$ cat src/rtl/key_debounce_pulse.sv
// ---------------------------------------------------------------------------
// key_debounce_pulse
//
// Turns a raw, bouncy push-button pin into clean single-cycle events for the
// LED timer/control logic downstream. The pin is brought into the clk domain
// through a two-flop synchroniser. A counter-based state machine then accepts
// a level change only after the synchronised value has held for DB_CYCLES
// consecutive cycles.
//
// Ports
//   clk           in   system clock (50 MHz)
//   rst           in   synchronous, active-high reset
//   key_in        in   raw button pin, asynchronous to clk, may bounce
//   key_level     out  debounced state, 1 = pressed
//   press_pulse   out  one-cycle strobe on an accepted press
//   release_pulse out  one-cycle strobe on an accepted release
//   long_pulse    out  one-cycle strobe once a press has been held LONG_CYCLES
//   dbg_state     out  current FSM state (state_t encoding), for observation
//
// There is no valid/ready handshake. Every output is a registered strobe or
// level. Downstream logic samples it on any clk edge and cannot stall it.
// ---------------------------------------------------------------------------
module key_debounce_pulse #(
  parameter int unsigned DB_CYCLES      = 1_000_000,
  parameter int unsigned LONG_CYCLES    = 100_000_000,
  parameter bit          KEY_ACTIVE_LOW = 1'b1
) (
  input  logic       clk,
  input  logic       rst,
  input  logic       key_in,
  output logic       key_level,
  output logic       press_pulse,
  output logic       release_pulse,
  output logic       long_pulse,
  output logic [1:0] dbg_state
);

  typedef enum logic [1:0] {
    ST_IDLE         = 2'd0,
    ST_PRESS_WAIT   = 2'd1,
    ST_PRESSED      = 2'd2,
    ST_RELEASE_WAIT = 2'd3
  } state_t;

  // The db_cnt value at which the next agreeing sample completes DB_CYCLES.
  localparam logic [31:0] DB_LAST   = 32'(DB_CYCLES - 1);
  localparam logic [31:0] LONG_MAX  = 32'(LONG_CYCLES);
  localparam logic [31:0] LONG_LAST = 32'(LONG_CYCLES - 1);
  // Pin level while the button is not pressed.
  localparam logic        PIN_RELEASED = KEY_ACTIVE_LOW;

  logic        r_sync1;
  logic        r_sync2;
  logic        w_s;
  state_t      r_state;
  logic [31:0] r_db_cnt;
  logic [31:0] r_hold_cnt;
  logic        r_key_level;
  logic        r_press_pulse;
  logic        r_release_pulse;
  logic        r_long_pulse;

  // Two-flop synchroniser. Reset loads the released level, so a button held
  // through reset is seen as a fresh press once reset is released.
  always_ff @(posedge clk) begin
    if (rst) begin
      r_sync1 <= PIN_RELEASED;
      r_sync2 <= PIN_RELEASED;
    end else begin
      r_sync1 <= key_in;
      r_sync2 <= r_sync1;
    end
  end

  // Normalised key: 1 = pressed, regardless of pin polarity.
  assign w_s = r_sync2 ^ KEY_ACTIVE_LOW;

  always_ff @(posedge clk) begin
    if (rst) begin
      r_state         <= ST_IDLE;
      r_db_cnt        <= '0;
      r_hold_cnt      <= '0;
      r_key_level     <= 1'b0;
      r_press_pulse   <= 1'b0;
      r_release_pulse <= 1'b0;
      r_long_pulse    <= 1'b0;
    end else begin
      // Strobes default low, so each one lasts exactly one cycle.
      r_press_pulse   <= 1'b0;
      r_release_pulse <= 1'b0;
      r_long_pulse    <= 1'b0;

      case (r_state)
        ST_IDLE: begin
          r_key_level <= 1'b0;
          if (w_s) begin
            r_state  <= ST_PRESS_WAIT;
            r_db_cnt <= 32'd1;
          end
        end

        ST_PRESS_WAIT: begin
          if (!w_s) begin
            // Glitch rejected. The next press restarts the count from scratch.
            r_state  <= ST_IDLE;
            r_db_cnt <= '0;
          end else if (r_db_cnt == DB_LAST) begin
            r_state       <= ST_PRESSED;
            r_key_level   <= 1'b1;
            r_press_pulse <= 1'b1;
            r_hold_cnt    <= '0;
            r_db_cnt      <= '0;
          end else begin
            r_db_cnt <= r_db_cnt + 32'd1;
          end
        end

        ST_PRESSED: begin
          // Saturating hold counter. The strobe fires only on the single
          // LONG-1 -> LONG step, so long_pulse fires at most once per press.
          if (r_hold_cnt != LONG_MAX) begin
            r_hold_cnt <= r_hold_cnt + 32'd1;
            if (r_hold_cnt == LONG_LAST) begin
              r_long_pulse <= 1'b1;
            end
          end
          if (!w_s) begin
            r_state  <= ST_RELEASE_WAIT;
            r_db_cnt <= 32'd1;
          end
        end

        ST_RELEASE_WAIT: begin
          // The hold counter is frozen here. A bounce back to pressed resumes
          // the count where it left off.
          if (w_s) begin
            r_state  <= ST_PRESSED;
            r_db_cnt <= '0;
          end else if (r_db_cnt == DB_LAST) begin
            r_state         <= ST_IDLE;
            r_key_level     <= 1'b0;
            r_release_pulse <= 1'b1;
            r_db_cnt        <= '0;
          end else begin
            r_db_cnt <= r_db_cnt + 32'd1;
          end
        end

        default: begin
          r_state  <= ST_IDLE;
          r_db_cnt <= '0;
        end
      endcase
    end
  end

  assign key_level     = r_key_level;
  assign press_pulse   = r_press_pulse;
  assign release_pulse = r_release_pulse;
  assign long_pulse    = r_long_pulse;
  assign dbg_state     = r_state;

endmodule

$ cat config.mk
export PLATFORM = sky130hd
export DESIGN_NAME = key_debounce_pulse
export DESIGN_NICKNAME = d
export VERILOG_FILES = /design/src/rtl/key_debounce_pulse.sv
export SDC_FILE = /design/constraint.sdc
export NUM_CORES = 1
export LEC_CHECK = 0
export ABC_AREA = 1
export ABC_CLOCK_PERIOD_IN_PS = 1600
export CORE_ASPECT_RATIO = 1.4
export CORE_MARGIN = 1.5
export CORE_UTILIZATION = 40
export CTS_CLUSTER_SIZE = 25
export DETAILED_ROUTE_END_ITERATION = 6
export SLEW_MARGIN = 25
export SYNTH_ARGS = -nofsm -noshare
export SYNTH_HDL_FRONTEND = slang
export SYNTH_SLANG_ARGS = --single-unit
$ cat constraint.sdc
create_clock -name clk -period 1.6 [get_ports clk]
set_input_delay 0.4 -clock clk [delete_from_list [all_inputs] [get_ports clk]]
set_output_delay 0.4 -clock clk [all_outputs]
set_load 0.005 [all_outputs]
==> results_dict.tcl <==
set metrics [dict create \
    status "finished with violations" \
    failed_checks "negative setup slack" \
    path_depth 9 \
    drt_iter0_markers 220 \
    grtUsageTotal_pct 28.1 \
    rows 47 \
    critical_path_required_ns 1.87 \
    synth.distinct_cells 37 \
    synth_edf_count 0 \
    cpPeakStageDelay_ns 0.35 \
    power.density_nw_per_um2 678 \
    place_area_um2 5940 \
    cp-startpoint "r_db_cnt[25]$_SDFFE_PP0P_" \
    synth_top_cell_area_share_pct 29.6 \
    die_y_um 133 \
    rsz0062_at_grt "true" \
    fin_nets 975 \
    drv_slew 0 \
    clkTransAtPathRegs_ns 0.06 \
    antenna_found_initial 0 \
    switching_share_pct 27.2 \
    dp.cells 1078 \
    synth_area_per_cell_um2 5.92 \
    fp.dieArea_um2 12800 \
    finalHoldViolations 0 \
    p_comb_share_pct 15.7 \
    design_area_um2 7170 \
    worst_pin_slew_ns 0.348 \
    fp.coreArea_um2 11800 \
    io_pins 9 \
    p_switching_w 0.00132 \
    stdcell_count 1120 \
    worst_setup_path_start_kind "flip-flop" \
    async_flop_share_pct 0 \
    synth-main-ff-cell "dfxtp_1" \
    syn2layout_area_growth_pct 47.5 \
    pre_cts_slack_ns -0.276 \
    die_w_um 96.2 \
    fin_ws_ns -0.0945 \
    tritoncts "yes" \
    dp_hpwl_um 12200 \
    clock_path_buffers 2 \
    drive_above_1_share_pct 35.1 \
    internal-power_w 0.00354 \
    setup_violations 51 \
    reg2reg_from "r_db_cnt[25]$_SDFFE_PP0P_" \
    worstRegToRegCells 9 \
    crit_slowest_cell "dfxtp_2" \
    synthTopCellsByCount "276 x nand2_1, 124 x nor2_1, 86 x inv_1" \
    finClkSkew_ns 0.00486 \
    synth_warnings 0 \
    crit_chain "nor2_1 > nand4_1 > nor2_2 > nand3_2 > nand2_4 > buf_12 > buf_12 > nand3_2 > a21oi_2" \
    r2r_slack_ns -0.09 \
    vias 5883 \
    first_pass_iters 5 \
    r2r_end "r_hold_cnt[18]$_SDFFE_PP0P_" \
    endpoint "r_hold_cnt[18]$_SDFFE_PP0P_" \
    drc_errors 0 \
    yosys.area.top_type "dfxtp_1" \
    hold_class "primary input to flip-flop" \
    synth_most_common_cell "nand2_1" \
    grt_pass1_wl_um 27600 \
    yosysSeqAreaShare_pct 29.6 \
    endpoint_kind "flip-flop" \
    ctsHoldBuffers 0 \
    initial_core_util_pct 41.1 \
    gr-total-overflow 0 \
    globalplace.congestion 0.932 \
    clk_latency_ns 0.34 \
    crit_buf_inv 2 \
    cts-buffers-inserted 9 \
    wirelength_um 17700 \
    portBuffers 8 \
    synth_nets 829 \
    grt_max_degree 53 \
    first_global_vias 5920 \
    cp_top_family "simple AND/OR/NAND/NOR gates" \
    cts_htree_levels 3 \
    wl_per_cell_um 15.8 \
    maxSlewHeadroom_pct 76.6 \
    maxCapViolations 0 \
    antenna_left 0 \
    viasPerCell 5.25 \
    arrival_ns 1.97 \
    cts_sinks 72 \
    synth.area.top_cells "dfxtp_1 30%, nand2_1 21%, nor2_1 9.6%" \
    seqPwrFrac_pct 37.4 \
    timing.final.crit_period_ns 1.69 \
    fmax_ghz 0.590 \
    cts_root_buf "clkbuf_16" \
    setup_tns_ns -2.20 \
    num_antenna_cells 0 \
    power.leakage_nw 2.81 \
    ir_drop_uv 481 \
    p_clk_share_pct 46.9 \
    syn-cell-area_um2 4860 \
    postSynthCellCount 822 \
    fin_crit_sh_pct 106 \
    critPathMaxFanout 7 \
    ys_ff_latch 72 \
    crit_type "flip-flop to flip-flop" \
]
power groups by stage:
stage                     registers [W]  clock network [W]  logic, W
after CTS                       0.00182            0.00230  0.000652
after global routing            0.00182            0.00238  0.000801
final                           0.00182            0.00228  0.000763
after detailed placement        0.00186                  0  0.000491
after floorplan                 0.00187                  0  0.000295
after global placement          0.00186                  0  0.000485
worst min path at each step:
stage | start | end | slack (ns) | cells past startpoint
after CTS | rst | r_sync2$_SDFF_PP1_ | 0.37 | 2
after floorplan | r_sync1$_SDFF_PP1_ | r_sync2$_SDFF_PP1_ | 0.39 | 1
after global placement | r_sync1$_SDFF_PP1_ | r_sync2$_SDFF_PP1_ | 0.40 | 1
after global routing | rst | r_sync1$_SDFF_PP1_ | 0.38 | 2
after detailed placement | r_sync1$_SDFF_PP1_ | r_sync2$_SDFF_PP1_ | 0.40 | 1
final | rst | r_sync2$_SDFF_PP1_ | 0.37 | 2
cell type report:
class | count | area, µm²
multi-input cells | 643 | 3500
well taps | 147 | 184
repair buffers | 153 | 1320
flip-flops and latches | 72 | 1490
clock buffers | 11 | 253
inverters | 89 | 347
fillers | 1111 | 4650
clock inverters | 5 | 78.8
state kept, by name, indices dropped and copies added (netlist names), named ones only:
signal / flops
key_level: 1
dbg_state: 1
release_pulse: 1
r_hold_cnt: 32
long_pulse: 1
r_db_cnt: 32
r_sync2: 1
r_sync1: 1
press_pulse: 1
worst register-to-register path, cell delays in order (launching register included):
cell and delay [ns]:
dfxtp_2 0.35, nor2_1 0.11, nand4_1 0.22, nor2_2 0.22, nand3_2 0.13, nand2_4 0.11, buf_12 0.14, buf_12 0.14
nand3_2 0.07, a21oi_2 0.13
cell usage in the layout (no fill, tap or decap), types with 4 or more instances in the layout:
master           instances
inv_1                   77
nand2_1                245
dfxtp_4                  4
nand4_1                 22
o21ai_1                  9
clkbuf_16               10
nand3_1                 52
dfxtp_1                 42
o21ai_2                  5
nor2_1                  91
a21oi_2                 17
buf_6                   12
nor2_4                  16
xor2_1                  14
o21ai_0                  9
buf_12                   6
nand2_8                  4
nand2_4                  8
o21bai_1                 4
inv_2                   11
nand3_2                 20
nor3_1                   8
a21oi_1                 43
nor2_2                  26
buf_4                  125
clkdlybuf4s50_1          5
dfxtp_2                 26
nand2_2                 29
repair_timing:
| item | in CTS | in global routing |
|---|---|---|
| pin swaps | 32 | 22 |
| setup buffers | 9 | 11 |
| endpoints found under the setup margin | 68 | 68 |
| gates resized for setup | 95 | 111 |
| cloned | 5 | 1 |
cell families after synthesis:
| group | synth area share, % |
|---|---|
| AND/OR/NAND/NOR | 46.5 |
| buffers and inverters | 9.93 |
| AO/OA/AOI/OAI | 10.2 |
| flip-flops | 29.6 |
| XOR/XNOR | 2.70 |
| adder cells (fa/ha/maj) | 1.03 |
per-stage QoR:
step	total power, W	utilization (%)	hold WS (ns)
5_1_grt	0.00500	60.7	0.380
2_1_floorplan	0.00216	-	0.389
3_5_place_dp	0.00235	50.3	0.399
3_3_place_gp	0.00234	50.3	0.397
6_report	0.00486	60.7	0.374
4_1_cts	0.00478	57.1	0.371
layer usage:
metal	up-vias	track usage (%)	wire, µm	share of wire, %
met4	0	20.2	1210	6.8
met1	2705	27.9	6500	37
met5	-	0	0	0
met2	180	51.1	9300	53
met3	76	4.39	677	3.8
li1	2922	-	-	-
Note: power is estimated with default switching activity, not from simulation.
